$ cat config.mk
export PLATFORM = sky130hd
export DESIGN_NAME = play_datapath
export DESIGN_NICKNAME = d
export VERILOG_FILES = /design/src/rtl/play_datapath_pkg.sv /design/src/rtl/play_datapath_frame_ticker.sv /design/src/rtl/play_datapath.sv
export SDC_FILE = /design/constraint.sdc
export NUM_CORES = 1
export LEC_CHECK = 0
export BUFFER_PORTS_ARGS = -buffer_cell sky130_fd_sc_hd__buf_2
export CAP_MARGIN = 20
export CORE_MARGIN = 5
export CORE_UTILIZATION = 55
export CTS_CLUSTER_SIZE = 30
export DETAILED_ROUTE_END_ITERATION = 10
export PLACE_DENSITY_LB_ADDON = 0.08
export SKIP_CTS_REPAIR_TIMING = 1
export SYNTH_ARGS = -nofsm -noshare
export SYNTH_HDL_FRONTEND = slang
export SYNTH_SLANG_ARGS = --single-unit
$ cat constraint.sdc
create_clock -name clock -period 6.5 [get_ports clock]
set_input_delay 0.325 -clock clock [delete_from_list [all_inputs] [get_ports clock]]
set_output_delay 0.325 -clock clock [all_outputs]
set_load 0.02 [all_outputs]
$ cat src/rtl/play_datapath_pkg.sv
// Shared encodings for the play controller and its datapath: outer/inner
// state codes, head direction codes and the default arena geometry.
package play_datapath_pkg;

    typedef enum logic [1:0] {
        O_S_WAIT = 2'd0,
        O_S_PLAY = 2'd1,
        O_S_END  = 2'd2
    } core_state_e;

    typedef enum logic [2:0] {
        I_S_INITIALIZE = 3'd0,
        I_S_READ_NEXT  = 3'd1,
        I_S_READ       = 3'd2,
        I_S_WRITE_HERE = 3'd3,
        I_S_NEXT_PIXEL = 3'd4
    } play_state_e;

    typedef enum logic [1:0] {
        DIR_RIGHT = 2'd0,
        DIR_DOWN  = 2'd1,
        DIR_LEFT  = 2'd2,
        DIR_UP    = 2'd3
    } dir_e;

    localparam int unsigned ARENA_WIDTH       = 160;
    localparam int unsigned ARENA_HEIGHT      = 120;
    localparam int unsigned ARENA_FRAME_TICKS = 833333;
    localparam int unsigned ARENA_START_X     = 80;
    localparam int unsigned ARENA_START_Y     = 60;

    // Opposite directions differ only in the upper bit.
    function automatic dir_e reverse_dir(input dir_e d);
        return dir_e'(d ^ 2'b10);
    endfunction

endpackage

$ cat src/rtl/play_datapath_frame_ticker.sv
// Free-running frame tick: counts enabled cycles and emits a registered
// one-cycle pulse every FRAME_TICKS cycles; held at zero while disabled.
module play_datapath_frame_ticker #(
    parameter int unsigned FRAME_TICKS = 833333
) (
    input  logic clock,
    input  logic reset,
    input  logic enable,
    output logic tick
);

    localparam int unsigned CNT_W = (FRAME_TICKS > 1) ? $clog2(FRAME_TICKS) : 1;

    logic [CNT_W-1:0] count_q, count_d;
    logic             tick_q, tick_d;

    // NOTE: every variable gets a default at the top of the block so no path
    // leaves it unassigned, which would otherwise infer a latch.
    always_comb begin
        count_d = '0;
        tick_d  = 1'b0;
        if (enable) begin
            if (count_q == CNT_W'(FRAME_TICKS - 1)) begin
                tick_d = 1'b1;
            end else begin
                count_d = count_q + CNT_W'(1);
            end
        end
    end

    // NOTE: state is updated with non-blocking assignments so every flop
    // samples the pre-edge value of every other flop.
    always_ff @(posedge clock) begin
        if (reset) begin
            count_q <= '0;
            tick_q  <= 1'b0;
        end else begin
            count_q <= count_d;
            tick_q  <= tick_d;
        end
    end

    assign tick = tick_q;

endmodule

$ cat src/rtl/play_datapath.sv
// Game datapath: head position/direction, frame tick, arena clear sweep and
// the pixel RAM write port, sequenced by the outer/inner play controller.
module play_datapath
    import play_datapath_pkg::*;
#(
    parameter int unsigned       WIDTH       = ARENA_WIDTH,
    parameter int unsigned       HEIGHT      = ARENA_HEIGHT,
    parameter int unsigned       X_W         = 8,
    parameter int unsigned       Y_W         = 7,
    parameter int unsigned       ADDR_W      = 15,
    parameter int unsigned       COL_W       = 3,
    parameter int unsigned       FRAME_TICKS = ARENA_FRAME_TICKS,
    parameter int unsigned       START_X     = ARENA_START_X,
    parameter int unsigned       START_Y     = ARENA_START_Y,
    parameter logic [COL_W-1:0]  PLAYER_COL  = 3'b010,
    parameter logic [COL_W-1:0]  BG_COL      = 3'b000
) (
    input  logic              clock,
    input  logic              reset,
    input  logic [1:0]        core_state,
    input  logic [2:0]        play_state,
    input  logic [1:0]        dir_in,
    input  logic [COL_W-1:0]  mem_rdata,
    output logic [ADDR_W-1:0] mem_addr,
    output logic [COL_W-1:0]  mem_wdata,
    output logic              mem_we,
    output logic              sig_next_frame,
    output logic              sig_collision,
    output logic [X_W-1:0]    head_x,
    output logic [Y_W-1:0]    head_y
);

    core_state_e cs;
    play_state_e ps;
    assign cs = core_state_e'(core_state);
    assign ps = play_state_e'(play_state);

    logic [X_W-1:0]    head_x_q, head_x_d;
    logic [Y_W-1:0]    head_y_q, head_y_d;
    dir_e              dir_q, dir_d;
    logic              pending_q, pending_d;
    logic              wall_hit_q, wall_hit_d;
    logic [ADDR_W-1:0] sweep_q, sweep_d;
    logic [ADDR_W-1:0] mem_addr_q, mem_addr_d;
    logic [COL_W-1:0]  mem_wdata_q, mem_wdata_d;
    logic              mem_we_q, mem_we_d;
    logic              collision_q, collision_d;

    play_datapath_frame_ticker #(
        .FRAME_TICKS (FRAME_TICKS)
    ) u_frame_ticker (
        .clock  (clock),
        .reset  (reset),
        .enable (cs == O_S_PLAY),
        .tick   (sig_next_frame)
    );

    // One extra bit so stepping below 0 lands far above the limit (a wall).
    logic [X_W:0]      step_x;
    logic [Y_W:0]      step_y;
    logic              off_arena;
    logic [ADDR_W-1:0] head_addr;

    always_comb begin
        step_x = {1'b0, head_x_q};
        step_y = {1'b0, head_y_q};
        case (dir_q)
            DIR_RIGHT: step_x = {1'b0, head_x_q} + (X_W+1)'(1);
            DIR_DOWN:  step_y = {1'b0, head_y_q} + (Y_W+1)'(1);
            DIR_LEFT:  step_x = {1'b0, head_x_q} - (X_W+1)'(1);
            DIR_UP:    step_y = {1'b0, head_y_q} - (Y_W+1)'(1);
            default:   ;
        endcase
    end

    assign off_arena = (step_x >= (X_W+1)'(WIDTH)) || (step_y >= (Y_W+1)'(HEIGHT));
    assign head_addr = ADDR_W'(head_y_q) * ADDR_W'(WIDTH) + ADDR_W'(head_x_q);

    always_comb begin
        head_x_d    = head_x_q;
        head_y_d    = head_y_q;
        dir_d       = dir_q;
        pending_d   = pending_q;
        wall_hit_d  = wall_hit_q;
        sweep_d     = sweep_q;
        mem_addr_d  = mem_addr_q;
        mem_wdata_d = mem_wdata_q;
        mem_we_d    = 1'b0;
        collision_d = 1'b0;

        if (dir_e'(dir_in) != reverse_dir(dir_q)) begin
            dir_d = dir_e'(dir_in);
        end

        case (cs)
            O_S_WAIT: begin
                mem_we_d    = 1'b1;
                mem_wdata_d = BG_COL;
                mem_addr_d  = sweep_q;
                sweep_d     = (sweep_q == ADDR_W'(WIDTH * HEIGHT - 1)) ? '0 : sweep_q + ADDR_W'(1);
                head_x_d    = X_W'(START_X);
                head_y_d    = Y_W'(START_Y);
                dir_d       = DIR_RIGHT;
                wall_hit_d  = 1'b0;
                pending_d   = 1'b1;
            end
            O_S_PLAY: begin
                case (ps)
                    I_S_INITIALIZE: begin
                        if (off_arena) begin
                            wall_hit_d = 1'b1;
                        end else begin
                            head_x_d = step_x[X_W-1:0];
                            head_y_d = step_y[Y_W-1:0];
                        end
                        pending_d = 1'b1;
                    end
                    I_S_READ_NEXT: begin
                        mem_addr_d = head_addr;
                    end
                    I_S_WRITE_HERE: begin
                        // Only the first pass of a frame draws; mem_rdata is the head pixel.
                        if (pending_q) begin
                            if (wall_hit_q || (mem_rdata != BG_COL)) begin
                                collision_d = 1'b1;
                            end else begin
                                mem_we_d    = 1'b1;
                                mem_wdata_d = PLAYER_COL;
                            end
                            pending_d = 1'b0;
                        end
                    end
                    default: ;
                endcase
            end
            default: ;
        endcase
    end

    always_ff @(posedge clock) begin
        if (reset) begin
            head_x_q    <= X_W'(START_X);
            head_y_q    <= Y_W'(START_Y);
            dir_q       <= DIR_RIGHT;
            pending_q   <= 1'b1;
            wall_hit_q  <= 1'b0;
            sweep_q     <= '0;
            mem_addr_q  <= '0;
            mem_wdata_q <= '0;
            mem_we_q    <= 1'b0;
            collision_q <= 1'b0;
        end else begin
            head_x_q    <= head_x_d;
            head_y_q    <= head_y_d;
            dir_q       <= dir_d;
            pending_q   <= pending_d;
            wall_hit_q  <= wall_hit_d;
            sweep_q     <= sweep_d;
            mem_addr_q  <= mem_addr_d;
            mem_wdata_q <= mem_wdata_d;
            mem_we_q    <= mem_we_d;
            collision_q <= collision_d;
        end
    end

    assign mem_addr      = mem_addr_q;
    assign mem_wdata     = mem_wdata_q;
    assign mem_we        = mem_we_q;
    assign sig_collision = collision_q;
    assign head_x        = head_x_q;
    assign head_y        = head_y_q;

endmodule

== Word level (Yosys, flattened, before mapping) ==
Index checks and enable logic that the tools add are counted.

* Output and inout port bits: 36
* Bits in registers: 75
* Word-level logic and storage cells: 85

* Bitwise operators: 4
* Eq/ne operators: 17
* Reduce and logical (&&, ||, !) cells: 16
* Add/subtract/negate cells: 7
* Multiplexer cells: 26
* Magnitude comparators: 2
* Multiply operators: 1

{| class="wikitable"
|+ Operators by type and width
! cell !! number
|-
| $pmux W8 S2 || 2
|-
| $mux W15 || 2
|-
| $pmux W15 S2 || 1
|-
| $add A20 B1 Y20 const B || 1
|-
| $eq A20 B20 Y1 const B || 1
|-
| $pmux W9 S2 || 1
|-
| $mux W8 || 2
|-
| $add A15 B1 Y15 const B || 1
|-
| $add A15 B8 Y15 || 1
|-
| $eq A15 B15 Y1 const B || 1
|-
| $mux W7 || 2
|-
| $ne A2 B2 Y1 const B || 7
|-
| $pmux W7 S2 || 1
|-
| $mul A7 B3 Y10 const B || 1
|-
| $add A8 B1 Y9 const B || 1
|-
| $ge A9 B8 Y1 const B || 1
|-
| $mux W3 || 3
|-
| $sub A8 B1 Y9 const B || 1
|-
| $add A7 B1 Y8 const B || 1
|-
| $ge A8 B7 Y1 const B || 1
|-
| $pmux W1 S2 || 4
|-
| $sub A7 B1 Y8 const B || 1
|-
| $mux W1 || 7
|-
| $pmux W3 S2 || 1
|-
| 18 further kinds || 28
|}

== Logic depth before layout (Yosys ltp) ==
* Depth in word-level cells: 7
* Mapped depth: 14
* Depth with buffers taken out: 12

== Modules after synthesis ==
A second synthesis with hierarchy kept.

* Cell total of the unflattened synthesis: 543
* Area total of the unflattened synthesis: 4460.5 um^2

{| class="wikitable"
|+ By module, submodules not included
! module !! instances !! cells each !! area each (um^2)
|-
| play_datapath || 1 || 434 || 3492.1
|-
| play_datapath_frame_ticker || 1 || 109 || 968.4
|}

== Worst setup path before layout ==
No wires, ideal clock.

* Path type: flip-flop to flip-flop
* Start: reg dir_q[0]
* End: reg head_y_q[6], in the netlist head_y[6]
* Path buffers: 1
* Clock period less this slack: 3.080 ns
* Setup time: 0.085 ns
* Path slack: 3.420 ns
* Cell stages (with the launch flop): 13
* Data arrival time: 2.995 ns
* Path through: dfxtp_1 buf_2 nand2b_1 xnor2_1 ha_1 nor3_1 o21ai_1 or4_1 and3_4 nor4_4 o21ai_2 or4_2 o31ai_2

* Cells in the longest elaborated chain, start to end: 6

{| class="wikitable"
|+ RTL lines
! what !! line !! RTL
|-
| start, declared || play_datapath.sv:40 || <nowiki>dir_e dir_q, dir_d;</nowiki>
|-
| start signal, assigned || play_datapath.sv:155 || <nowiki>dir_q <= dir_d;</nowiki>
|-
| $eq A2 B2 Y1 (tied with other cells) || play_datapath.sv:67 || <nowiki>case (dir_q)</nowiki>
|-
| $pmux W9 S2 or $pmux W8 S2 (tied branches) || play_datapath.sv:67 ||
|-
| $ge A9 B8 Y1 or $ge A8 B7 Y1 (tied branches) || play_datapath.sv:76 || <nowiki>assign off_arena = (step_x >= (X_W+1)'(WIDTH)) || (step_y >= (Y_W+1)'(HEIGHT));</nowiki>
|-
| $logic_or A1 B1 Y1 || play_datapath.sv:76 ||
|-
| $ne A2 B2 Y1 (no line) || -- ||
|-
| $reduce_and A3 Y1 (no line) || -- ||
|-
| end signal, assigned || play_datapath.sv:143 || <nowiki>head_y_q <= Y_W'(START_Y);</nowiki>
|-
| end signal, assigned || play_datapath.sv:154 || <nowiki>head_y_q <= head_y_d;</nowiki>
|-
| end, declared || play_datapath.sv:39 || <nowiki>logic [Y_W-1:0] head_y_q, head_y_d;</nowiki>
|}

Parallel ways exist; a longest one is shown, timed or not. The select of a mux whose other input is x is not followed.
A chain may end at the register's enable or synchronous reset.

== Worst setup path in the final report ==
Same ends and word-level chain as after synthesis.

==> impl_metrics.tcl <==
set metrics [dict create \
    status "completed" \
    rows 32 \
    required_ns 6.77 \
    finClkSkew_ns 0.01219 \
    port_buffers 45 \
    place_congestion 0.8894 \
    r2r_cells 11 \
    min_period_ns 3.643 \
    min_path_cells 2 \
    tns_ns 0 \
    hold_end "dir_q[0]" \
    drt-pass1-iter-count 5 \
    hold_path_startpoint "dir_in[0]" \
    vdd_drop_max_mv 0.1331 \
    ys_ff_latch 73 \
    worstPathArrival_ns 3.92 \
    synthToLayoutAreaGrowth_pct 10.63 \
    synth-main-ff-cell "dfxtp_1" \
    synth.area.top_cells "dfxtp_1 (34%), nor2_1 (6.4%), xor2_1 (5.6%)" \
    drtIter0Drc 175 \
    drt_wl_total_mm 10.65 \
    r2r_slack_ns 2.86 \
    ios 48 \
    max_slew_margin_pct 45.21 \
    cts_buffers 9 \
    routedWlPerCell_um 15.82 \
    via_count 3907 \
    p_leak_nw 1.803 \
    cp-start-kind "register" \
    maxCapViolCount 0 \
    p_seq_share_pct 49.4 \
    reg2reg_to "head_y[6]" \
    clock-sinks 73 \
    synth.distinct_cells 72 \
    core_sq_um 7727 \
    rsz0062_at_grt "false" \
    clk_pin_slew_ns 0.08 \
    postRouteAntennaNets 0 \
    grt_pass1_wl_mm 17.98 \
    ctsRootBufferMaster "clkbuf_8" \
    h-tree-depth 3 \
    die_w_um 98.88 \
    yosysSeqAreaShare_pct 33.64 \
    async_flop_share_pct 0 \
    grt_usage_pct 22.39 \
    clk_path_buf_depth 2 \
    power_switching_uw 238.8 \
    switching_share_pct 25.54 \
    p_per_area_nw_per_um2 194.5 \
    via_per_inst 5.805 \
    final_nets 598 \
    drive_gt1_share_pct 14.19 \
    synth_area_sq_um 4344 \
    synth-edff-count 0 \
    syn_avg_cell_area_sq_um 8.135 \
    combPwrFrac_pct 7.5 \
    dp_hpwl_mm 7.787 \
    grt_antenna_before_repair 0 \
    finalHoldViolations 0 \
    hold_class "in2reg" \
    netlist_top_cells_count "nor2_1 (74), dfxtp_1 (73), nand2_1 (55)" \
    tightest_slew_ns 0.8164 \
    yosysMostFrequentCell "nor2_1" \
    cts_tree "done" \
    dp.cells 657 \
    intPower_uw 696.1 \
    synth_top_area_share_pct 33.64 \
    grt_overflow 0 \
    critPathKind "reg2reg" \
    finalCritPeriodShare_pct 56.05 \
    diodes 0 \
    setup_viol 0 \
    end_kind "register" \
    grt_start_max_net_pins 27 \
    die_h_um 98.88 \
    drc 0 \
    p_clk_share_pct 43.1 \
    final_cells 673 \
    floorplan.initialDensity_pct 56.22 \
    die-area_sq_um 9776 \
    ys.warnings.count 0 \
    grt_pass1_vias 3690 \
    path_max_fanout 17 \
    fmax_mhz 274.5 \
    slew_violations 0 \
    syn-instance-count 534 \
    r2r_start "dir_q[0]" \
    clk_latency_ns 0.36 \
    yosysTopAreaCell "dfxtp_1" \
]
## worst max-delay path, stage by stage (launching register included)
cell and delay [ns]:
dfxtp_1 0.68, nand2b_1 0.25, xnor2_1 0.09, ha_1 0.25, nor3_1 0.15, o21ai_1 0.10
or4_1 0.43, and3_4 0.21, nor4_4 0.39, o21ai_2 0.24, or4_2 0.71, o31ai_2 0.08
## state kept, by name (all words and copies together), names as in the netlist
name	cells
u_frame_ticker.count_q	20
head_x	8
sweep_q	15
sig_collision	1
u_frame_ticker.tick	1
mem_addr	15
dir_q	2
head_y	7
wall_hit_q	1
mem_wdata	1
mem_we	1
pending_q	1
## power by group through the flow
stage | clock [mW] | sequential, mW | combinational (mW)
floorplan | 0 | 0.476 | 0.0444
global placement | 0 | 0.472 | 0.0687
detailed placement | 0 | 0.472 | 0.0695
CTS | 0.412 | 0.461 | 0.0696
global route | 0.431 | 0.463 | 0.0757
finish | 0.403 | 0.462 | 0.0699
## area by class of cell
class,count,area [sq um]
Clock buffer,9,123.9
Clock inverter,7,101.3
Fill cell,689,2922
Multi-Input combinational cell,415,2673
Sequential cell,73,1461
Tap cell,102,127.6
Timing Repair Buffer,48,247.7
Inverter,19,71.32
## per-stage QoR
| step | setup WS, ns | hold slack [ns] | utilization (%) | power [mW] | area [sq um] |
|---|---|---|---|---|---|
| 2_1_floorplan | 3.420 | 0.4204 | - | 0.5200 | 4348 |
| 3_3_place_gp | 2.984 | 0.4295 | 59.28 | 0.5402 | 4581 |
| 3_5_place_dp | 2.904 | 0.4379 | 59.28 | 0.5415 | 4581 |
| 4_1_cts | 2.884 | 0.1938 | 62.19 | 0.9431 | 4806 |
| 5_1_grt | 2.588 | 0.2200 | 62.19 | 0.9694 | 4806 |
| 6_report | 2.857 | 0.2067 | 62.19 | 0.9349 | 4806 |
## worst max path at each step
stage               slack (ns)      from        end
finish                    2.86  dir_q[0]  head_y[6]
global route              2.59  dir_q[1]  head_y[6]
CTS                       2.88  dir_q[0]  head_y[6]
detailed placement        2.90  dir_q[0]  head_y[6]
global placement          2.98  dir_q[0]  head_y[6]
floorplan                 3.42  dir_q[0]  head_y[6]
## layout by cell type, fill, tap and decap left out, drive strengths merged, types with 3 or more instances in the layout
cell and instances:
a211oi 7, a21o 3, a21oi 28, a311oi 8, and3 15, and4 3
buf 48, clkbuf 9, dfxtp 73, ha 18, inv 20, mux2i 3
nand2 55, nand2b 7, nand3 17, nand4 8, nand4b 3, nor2 75
nor2b 5, nor3 15, nor3b 5, nor4 5, o211ai 4, o21ai 17
o31a 3, o31ai 6, or3 13, or4 6, xnor2 18, xor2 28
## logic make-up after synthesis
group                    count (synthesis)  synth area share (%)
other                                    1               0.08632
flip-flops                              73                 33.64
multiplexers                             3                0.6913
AO/OA/AOI/OAI                           99                 16.30
XOR/XNOR                                46                 9.274
AND/OR/NAND/NOR                        245                 28.98
buffers and inverters                   47                 4.925
adder cells (fa/ha/maj)                 20                 6.106
## layer usage
layer	track usage (%)	vias to the layer above	part of all wire, %	wire length [um]
met5	0	-	0	0
met4	8.403	0	1.9	205
met3	3.822	20	5.2	554
met2	35.74	110	46	4873
met1	30.23	1821	47	5015
li1	-	1956	-	-
No activity file was read; power rests on OpenSTA's default activity.
